<file path="config.mk">
export PLATFORM = sky130hd
export DESIGN_NAME = regfile_2r1w_sb
export DESIGN_NICKNAME = d
export VERILOG_FILES = /design/src/rtl/regfile_2r1w_sb.sv
export SDC_FILE = /design/constraint.sdc
export NUM_CORES = 2
export LEC_CHECK = 0
export BUFFER_PORTS_ARGS = -buffer_cell sky130_fd_sc_hd__buf_2
export CAP_MARGIN = 25
export CORE_MARGIN = 5
export CORE_UTILIZATION = 60
export DETAILED_ROUTE_END_ITERATION = 10
export PLACE_DENSITY = 0.77
export REMOVE_ABC_BUFFERS = 1
export SLEW_MARGIN = 20
export SYNTH_ARGS = -nofsm -noshare
export SYNTH_HDL_FRONTEND = slang
export SYNTH_SLANG_ARGS = --single-unit
</file>
<file path="constraint.sdc">
create_clock -name clk -period 3.5 [get_ports clk]
set_input_delay 0.35 -clock clk [delete_from_list [all_inputs] [get_ports clk]]
set_output_delay 0.35 -clock clk [all_outputs]
set_load 0.1 [all_outputs]
</file>
<file path="src/rtl/regfile_2r1w_sb.sv">
// regfile_2r1w_sb: parametrised register file with two registered read ports,
// one write port (same-cycle write-to-read bypass) and a per-register busy
// scoreboard for RAW hazard detection at decode.
// Optional build macro: REGFILE_ZERO_REG_EN (register 0 hardwired to zero).

// One read port: registered data/valid, bypass from the write port, busy lookup.
module regfile_2r1w_sb_rd #(
  parameter int DATA_W   = 32,
  parameter int ADDR_W   = 5,
  parameter int NUM_REGS = 2**ADDR_W
) (
  input  logic                             clk,
  input  logic                             reset,
  input  logic [NUM_REGS-1:0][DATA_W-1:0]  regs,
  input  logic [NUM_REGS-1:0]              busy_vec,
  input  logic                             wr_eff,
  input  logic [ADDR_W-1:0]                wr_addr,
  input  logic [DATA_W-1:0]                wr_data,
  input  logic                             rd_en,
  input  logic [ADDR_W-1:0]                rd_addr,
  output logic [DATA_W-1:0]                rd_data,
  output logic                             rd_valid,
  output logic                             busy
);
  logic              hit;
  logic [DATA_W-1:0] rd_next;

  assign hit  = wr_eff && (wr_addr == rd_addr);
  // A write landing this cycle resolves the hazard, matching the bypass.
  assign busy = busy_vec[rd_addr] & ~hit;

  // Read mux: bypass the in-flight write, else the stored value.
  always_comb begin
    rd_next = hit ? wr_data : regs[rd_addr];
`ifdef REGFILE_ZERO_REG_EN
    if (rd_addr == '0) rd_next = '0;
`endif
  end

  // Output register; data holds when no read is requested.
  always_ff @(posedge clk) begin
    if (!reset) begin
      rd_data  <= '0;
      rd_valid <= 1'b0;
    end else begin
      rd_valid <= rd_en;
      if (rd_en) rd_data <= rd_next;
    end
  end
endmodule

module regfile_2r1w_sb #(
  parameter int                  DATA_W    = 32,
  parameter int                  ADDR_W    = 5,
  parameter logic [DATA_W-1:0]   RESET_VAL = '0,
  localparam int                 NUM_REGS  = 2**ADDR_W
) (
  input  logic                 clk,
  input  logic                 reset,
  input  logic                 wr_en,
  input  logic [ADDR_W-1:0]    wr_addr,
  input  logic [DATA_W-1:0]    wr_data,
  input  logic                 rd_en_a,
  input  logic [ADDR_W-1:0]    rd_addr_a,
  output logic [DATA_W-1:0]    rd_data_a,
  output logic                 rd_valid_a,
  input  logic                 rd_en_b,
  input  logic [ADDR_W-1:0]    rd_addr_b,
  output logic [DATA_W-1:0]    rd_data_b,
  output logic                 rd_valid_b,
  input  logic                 iss_en,
  input  logic [ADDR_W-1:0]    iss_addr,
  output logic                 busy_a,
  output logic                 busy_b,
  output logic [NUM_REGS-1:0]  busy_vec
);
  localparam int NUM_RD = 2;

  logic [NUM_REGS-1:0][DATA_W-1:0] regs;
  logic [NUM_REGS-1:0]             busy_nxt;
  logic                            wr_eff;
  logic                            iss_eff;

  logic [NUM_RD-1:0]              rd_en_p;
  logic [NUM_RD-1:0][ADDR_W-1:0]  rd_addr_p;
  logic [NUM_RD-1:0][DATA_W-1:0]  rd_data_p;
  logic [NUM_RD-1:0]              rd_valid_p;
  logic [NUM_RD-1:0]              busy_p;

`ifdef REGFILE_ZERO_REG_EN
  assign wr_eff  = wr_en  & (wr_addr  != '0);
  assign iss_eff = iss_en & (iss_addr != '0);
`else
  assign wr_eff  = wr_en;
  assign iss_eff = iss_en;
`endif

  // Storage: reset loads RESET_VAL everywhere, then single write port.
  always_ff @(posedge clk) begin
    if (!reset) begin
      for (int i = 0; i < NUM_REGS; i++) regs[i] <= RESET_VAL;
    end else if (wr_eff) begin
      regs[wr_addr] <= wr_data;
    end
  end

  // Scoreboard next state: writeback clears, issue sets; set applied last so it wins.
  always_comb begin
    busy_nxt = busy_vec;
    if (wr_eff)  busy_nxt[wr_addr]  = 1'b0;
    if (iss_eff) busy_nxt[iss_addr] = 1'b1;
  end

  // Scoreboard register; reset drops every outstanding producer.
  always_ff @(posedge clk) begin
    if (!reset) busy_vec <= '0;
    else        busy_vec <= busy_nxt;
  end

  assign rd_en_p   = {rd_en_b, rd_en_a};
  assign rd_addr_p = {rd_addr_b, rd_addr_a};

  for (genvar g = 0; g < NUM_RD; g++) begin : g_rd
    regfile_2r1w_sb_rd #(
      .DATA_W(DATA_W), .ADDR_W(ADDR_W), .NUM_REGS(NUM_REGS)
    ) u_rd (
      .clk     (clk),
      .reset   (reset),
      .regs    (regs),
      .busy_vec(busy_vec),
      .wr_eff  (wr_eff),
      .wr_addr (wr_addr),
      .wr_data (wr_data),
      .rd_en   (rd_en_p[g]),
      .rd_addr (rd_addr_p[g]),
      .rd_data (rd_data_p[g]),
      .rd_valid(rd_valid_p[g]),
      .busy    (busy_p[g])
    );
  end

  assign rd_data_a  = rd_data_p[0];
  assign rd_data_b  = rd_data_p[1];
  assign rd_valid_a = rd_valid_p[0];
  assign rd_valid_b = rd_valid_p[1];
  assign busy_a     = busy_p[0];
  assign busy_b     = busy_p[1];
endmodule

</file>
# Word-level counts from Yosys, hierarchy flattened
# Index checks and enable logic that the tools add are counted.
# classes
eq_ne,2
muxes,19
magnitude_cmp,6
n_reduce_logical,4
bitwise,7
# op_table
cell,count
$bwmux 1024,1
$bmux 32 s5,2
$mux 32,7
$demux 32 s5,1
$and 32x32->32,1
$not 32->32,1
$or 32x32->32,1
$lt 5x6->1 const B,4
$bmux 1 s5,2
$demux 1 s5,2
$eq 5x5->1,2
$ge 5x1->1 const B,2
$logic_and 1x1->1,4
$mux 1,4
$and 1x1->1,2
$not 1->1,2
# totals
out_inout_bits,100
ff_bits,1122
word_cells,75

# Depth between registers and ports, before layout
# depth
word_depth,9
ltp_mapped,10
depth_no_buf,5

# Cells and area by module
# A second synthesis with hierarchy kept.
# unflattened
cells_unflattened,5184
hier_area_um2,57491.4
# modules_own_cells
mod,n_inst,area_each_um2,cells_per_inst,seq_area_each_um2
regfile_2r1w_sb,1,37389.6,3574,21140.3
regfile_2r1w_sb_rd,2,10050.9,805,660.6

# Worst setup path after synthesis
# OpenSTA, ideal clock, no wires.
# synth_timing
path_type,reg-to-output
from,register busy_vec[5]
to,output port busy_b
path_slack_ps,25
n_path_buf,0
required_time_ps,3150
stages_incl_launch_ff,5
arrival_ps,3125
cell_sequence,dfxtp_1 > mux4_2 > mux4_2 > nand2_1 > a21oi_1
# synth_between
elab_chain_len,3
# synth_lines
item,line,text
"start, declared",75,output logic [NUM_REGS-1:0] busy_vec
"start signal, assigned",117,else busy_vec <= busy_nxt;
$bmux 1 s5,30,assign busy = busy_vec[rd_addr] & ~hit;
$mux 1 (implied by the code),30,
$and 1x1->1,30,
"end, declared",74,"output logic busy_b,"
# Every way passes these cells. The select of a mux whose other input is x is not followed.

# Final worst setup path
# layout_timing
from,register busy_vec[31]
to,output port busy_a
# layout_between
elab_chain_len,3
# layout_lines
item,line,text
$bmux 1 s5,30,
$mux 1 (implied by the code),30,
$and 1x1->1,30,
"end, declared",73,"output logic busy_a,"
# Every way passes these cells. The select of a mux whose other input is x is not followed.

==> summary.md <==
| Metric | Value |
|---|---|
| Peak supply drop | `0.344 mV` |
| CTS clk-pin slew, worst paths | `approximately 0.07 ns` |
| Fillers | `7,136` |
| Resize count post-CTS | `0` |
| Endpoints failing setup | `0` |
| Slew @ Worst Pin | `~1.2 ns` |
| Crit path from | `busy_vec[31]$_SDFF_PN0_` |
| Most frequent cells in the layout | `nand2_1, dfxtp_1, a21oi_1` |
| Die ar. | `about 100,000 sq um` |
| Critical Path Sink | `busy_a` |
| Global-route wire length before repair | `~310 mm` |
| Nets | `just over 6,000` |
| Dominant synthesized flop cell | `dfxtp_1` |
| Crit end category | `output pin` |
| Slew headroom | `20.4%` |
| Pre-CTS WS | `around 0.64 ns` |
| Effective utilization at floorplan | `60.5%` |
| CTS root buf | `clkbuf_16` |
| Post-CTS Hold Fix Bufs | `0` |
| CTS tree | `built` |
| Async set-reset flop share out of synthesis | `0%` |
| Die Span Y | `approximately 320 um` |
| Crit path DAT | `2.60 ns` |
| Post-DP HPWL | `approximately 130 mm` |
| Vias in the first global route | `roughly 51,000` |
| Synth cell types | `between 50 and 60` |
| Clock Sinks | `about 1,100` |
| Synth Instances | `about 6,300` |
| Met3 wire length | `around 35 mm` |
| Worst Setup Slack, final | `~0.55 ns` |
| Crit Path Category | `reg -> out` |
| Setup Fix Bufs, Post-CTS | `0` |
| Uppermost routed layer | `met5` |
| WP data required | `~3.2 ns` |
| Share of cells above drive strength 1 | `between 10% and 20%` |
| Slew Viols, Final | `0` |
| Origin of the critical flop-to-flop path | `regs[250]$_SDFFE_PN0P_` |
| # rows | `112` |
| Avg Synthesized Cell Area | `~9.0 sq um` |
| Cell area after synthesis | `~56,000 sq um` |
| Final Wtd Congestion | `between 0.9 and 1` |
| Via Count | `52,200` |
| Post-placement cell area | `~58,000 sq um` |
| FF+latch count, synth | `1,122` |
| Total global routing overflow | `0` |
| Die Width | `around 320 um` |
| 1st-pass router iterations | `8` |
| Yosys Warn Count | `0` |
| Hold WC Path Type | `in -> reg` |
| Reg2reg setup slack | `1.42 ns` |
| FF-to-FF path depth | `5` |
| Maximum fanout along the worst path | `4` |
| Min Tclk post-route | `roughly 2.9 ns` |
| Area of the core | `slightly above 90,000 sq um` |
| Area grow syn2layout | `10.1%` |
| Wl on met1 | `approximately 70 mm` |
| RSZ-0062 raised after global routing | `no` |
| Max cap viols | `0` |
| Fin. Hold Viols | `0` |
| WL final | `209 mm` |
| DR iter-0 viols | `about 8,900` |
| Gr usage total | `around 40%` |
| Leakage power | `~20 nW` |
| Largest net degree at the start of global routing | `121` |
| Drt wl/cell | `28.1 um` |
| Vias per inst | `around 7` |
| Worst Setup Start Kind | `flip-flop` |
| Pwr Density | `between 400 and 500 nW/um^2` |
| Clock latency on the worst-skew pair | `0.71 ns` |
| # IOs | `~160` |
| Final period utilization | `a little over four fifths` |
| Final Skew | `0.0234 ns` |
| Max H-tree Level | `3` |
| Fmax achieved | `approximately 340 MHz` |
| Final instance area | `between 60,000 and 70,000 sq um` |
| Commonest non-fill, non-tap cell in the layout | `nand2_1` |
| Status | `finished clean` |
| Post-synth EDFFs | `0` |
| Setup TNS Final | `0 ns` |
| Number of port buffers | `roughly 160` |
| Metal2 WL | `between 80 and 90 mm` |
| # DRC | `0` |
| Post-synthesis sequential area ratio | `39.8%` |
| Num CTS Buffers | `114` |
| R2r endpoint | `g_rd[0].u_rd.rd_data[26]$_SDFFE_PN0P_` |
| Initial antenna violation count | `14` |
| ANT nets after route | `0` |
| Max Buffers Root-to-Sink | `3` |
==> worst min-delay path by stage <==
| stage | from | endpoint | cells past startpoint |
|---|---|---|---|
| 5_1_grt | iss_addr[2] | busy_vec[10]$_SDFF_PN0_ | 4 |
| 6_report | iss_addr[2] | busy_vec[27]$_SDFF_PN0_ | 4 |
| 3_5_place_dp | regs[198]$_SDFFE_PN0P_ | regs[198]$_SDFFE_PN0P_ | 2 |
| 2_1_floorplan | regs[786]$_SDFFE_PN0P_ | regs[786]$_SDFFE_PN0P_ | 2 |
| 3_3_place_gp | regs[953]$_SDFFE_PN0P_ | regs[953]$_SDFFE_PN0P_ | 2 |
| 4_1_cts | iss_addr[2] | busy_vec[27]$_SDFF_PN0_ | 4 |
==> cells by family after synthesis <==
| logic type | Yosys count | share of synthesized area, % |
|---|---|---|
| and+or+nand+nor | 2347 | 16.2 |
| AOI/OAI and AO/OA | 1384 | 13.5 |
| DFF | 1122 | 39.8 |
| muxes | 739 | 25.1 |
| buffers and inverters | 673 | 5.29 |
| xor gates and xnor gates | 10 | 0.155 |
==> critical path: stages (launching register included) <==
cell	delay (ns)
dfxtp_1	0.39
mux4_2	0.50
mux4_2	0.49
mux2i_1	0.15
nor2_1	0.07
buf_2	0.31
==> registers in the layout, summed over array words and instances, names as in the netlist <==
signal	cells
regs	1024
g_rd.u_rd.rd_data	64
busy_vec	32
g_rd.u_rd.rd_valid	2
==> layout make-up <==
class	instances	area [sq um]	area share, %
antenna	9	22.5	0.0362
clock buffer	156	3220	5.18
clock inverter	57	713	1.15
inverter	5	26.3	0.0423
multi-input combinational	4480	31400	50.4
sequential	1122	22500	36.1
tap	1254	1570	2.52
timing repair buffer	351	2800	4.50
==> stage by stage <==
stage	hold slack, ns	std cells	utilization (%)	power [W]
3_5_place_dp	0.457	7211	62.4	0.0159
4_1_cts	0.155	7424	66.6	0.0285
5_1_grt	0.214	7428	66.6	0.0292
2_1_floorplan	0.442	5607	-	0.0146
6_report	0.172	7434	66.6	0.0287
3_3_place_gp	0.449	7211	62.4	0.0159
==> power by group <==
part           leakage (nW)  internal [W]  switching, W
clock                  1.94       0.00754       0.00538
combinational          9.54      0.000760       0.00196
sequential             9.06        0.0129      0.000136
==> cell usage after synthesis, types with 2 or more instances <==
library cell | count | area [sq um]
nand2_1 | 2132 | 8000
dfxtp_1 | 1122 | 22500
a21oi_1 | 1035 | 5180
mux4_2 | 539 | 12100
clkbuf_1 | 506 | 1900
mux2i_1 | 184 | 1840
nor2_1 | 88 | 330
o21ai_0 | 75 | 375
a22oi_1 | 74 | 556
buf_2 | 63 | 315
buf_4 | 48 | 360
a31oi_1 | 46 | 288
o211ai_1 | 32 | 240
nand3_1 | 28 | 140
nor2b_1 | 26 | 163
o2111ai_1 | 26 | 228
buf_1 | 24 | 90.1
buf_6 | 20 | 225
o22ai_1 | 20 | 125
a221oi_1 | 17 | 149
mux2_2 | 16 | 180
a211oi_1 | 15 | 113
nand3b_1 | 11 | 82.6
nor3_1 | 11 | 55.1
a221o_1 | 9 | 90.1
nand4_1 | 9 | 56.3
a2111o_1 | 8 | 90.1
a21boi_0 | 8 | 60.1
nand2b_1 | 8 | 50.1
o21ai_1 | 8 | 40.0
nor3b_1 | 7 | 52.6
xnor2_1 | 7 | 61.3
and3_1 | 6 | 37.5
or2_2 | 6 | 37.5
and2_1 | 5 | 31.3
inv_1 | 4 | 15.0
and3b_1 | 3 | 26.3
clkbuf_2 | 3 | 15.0
xor2_1 | 3 | 26.3
a22o_1 | 2 | 17.5
buf_12 | 2 | 40.0
nor4_2 | 2 | 25.0
o21a_1 | 2 | 15.0
or3_1 | 2 | 12.5
==> metal layers <==
| metal | vias up | global-route usage [%] |
|---|---|---|
| li1 | 21600 | - |
| met1 | 24800 | 50.7 |
| met2 | 4532 | 60.0 |
| met3 | 1224 | 14.2 |
| met4 | 10 | 26.6 |
| met5 | - | 0 |
Power figures use the tool's default switching activity.
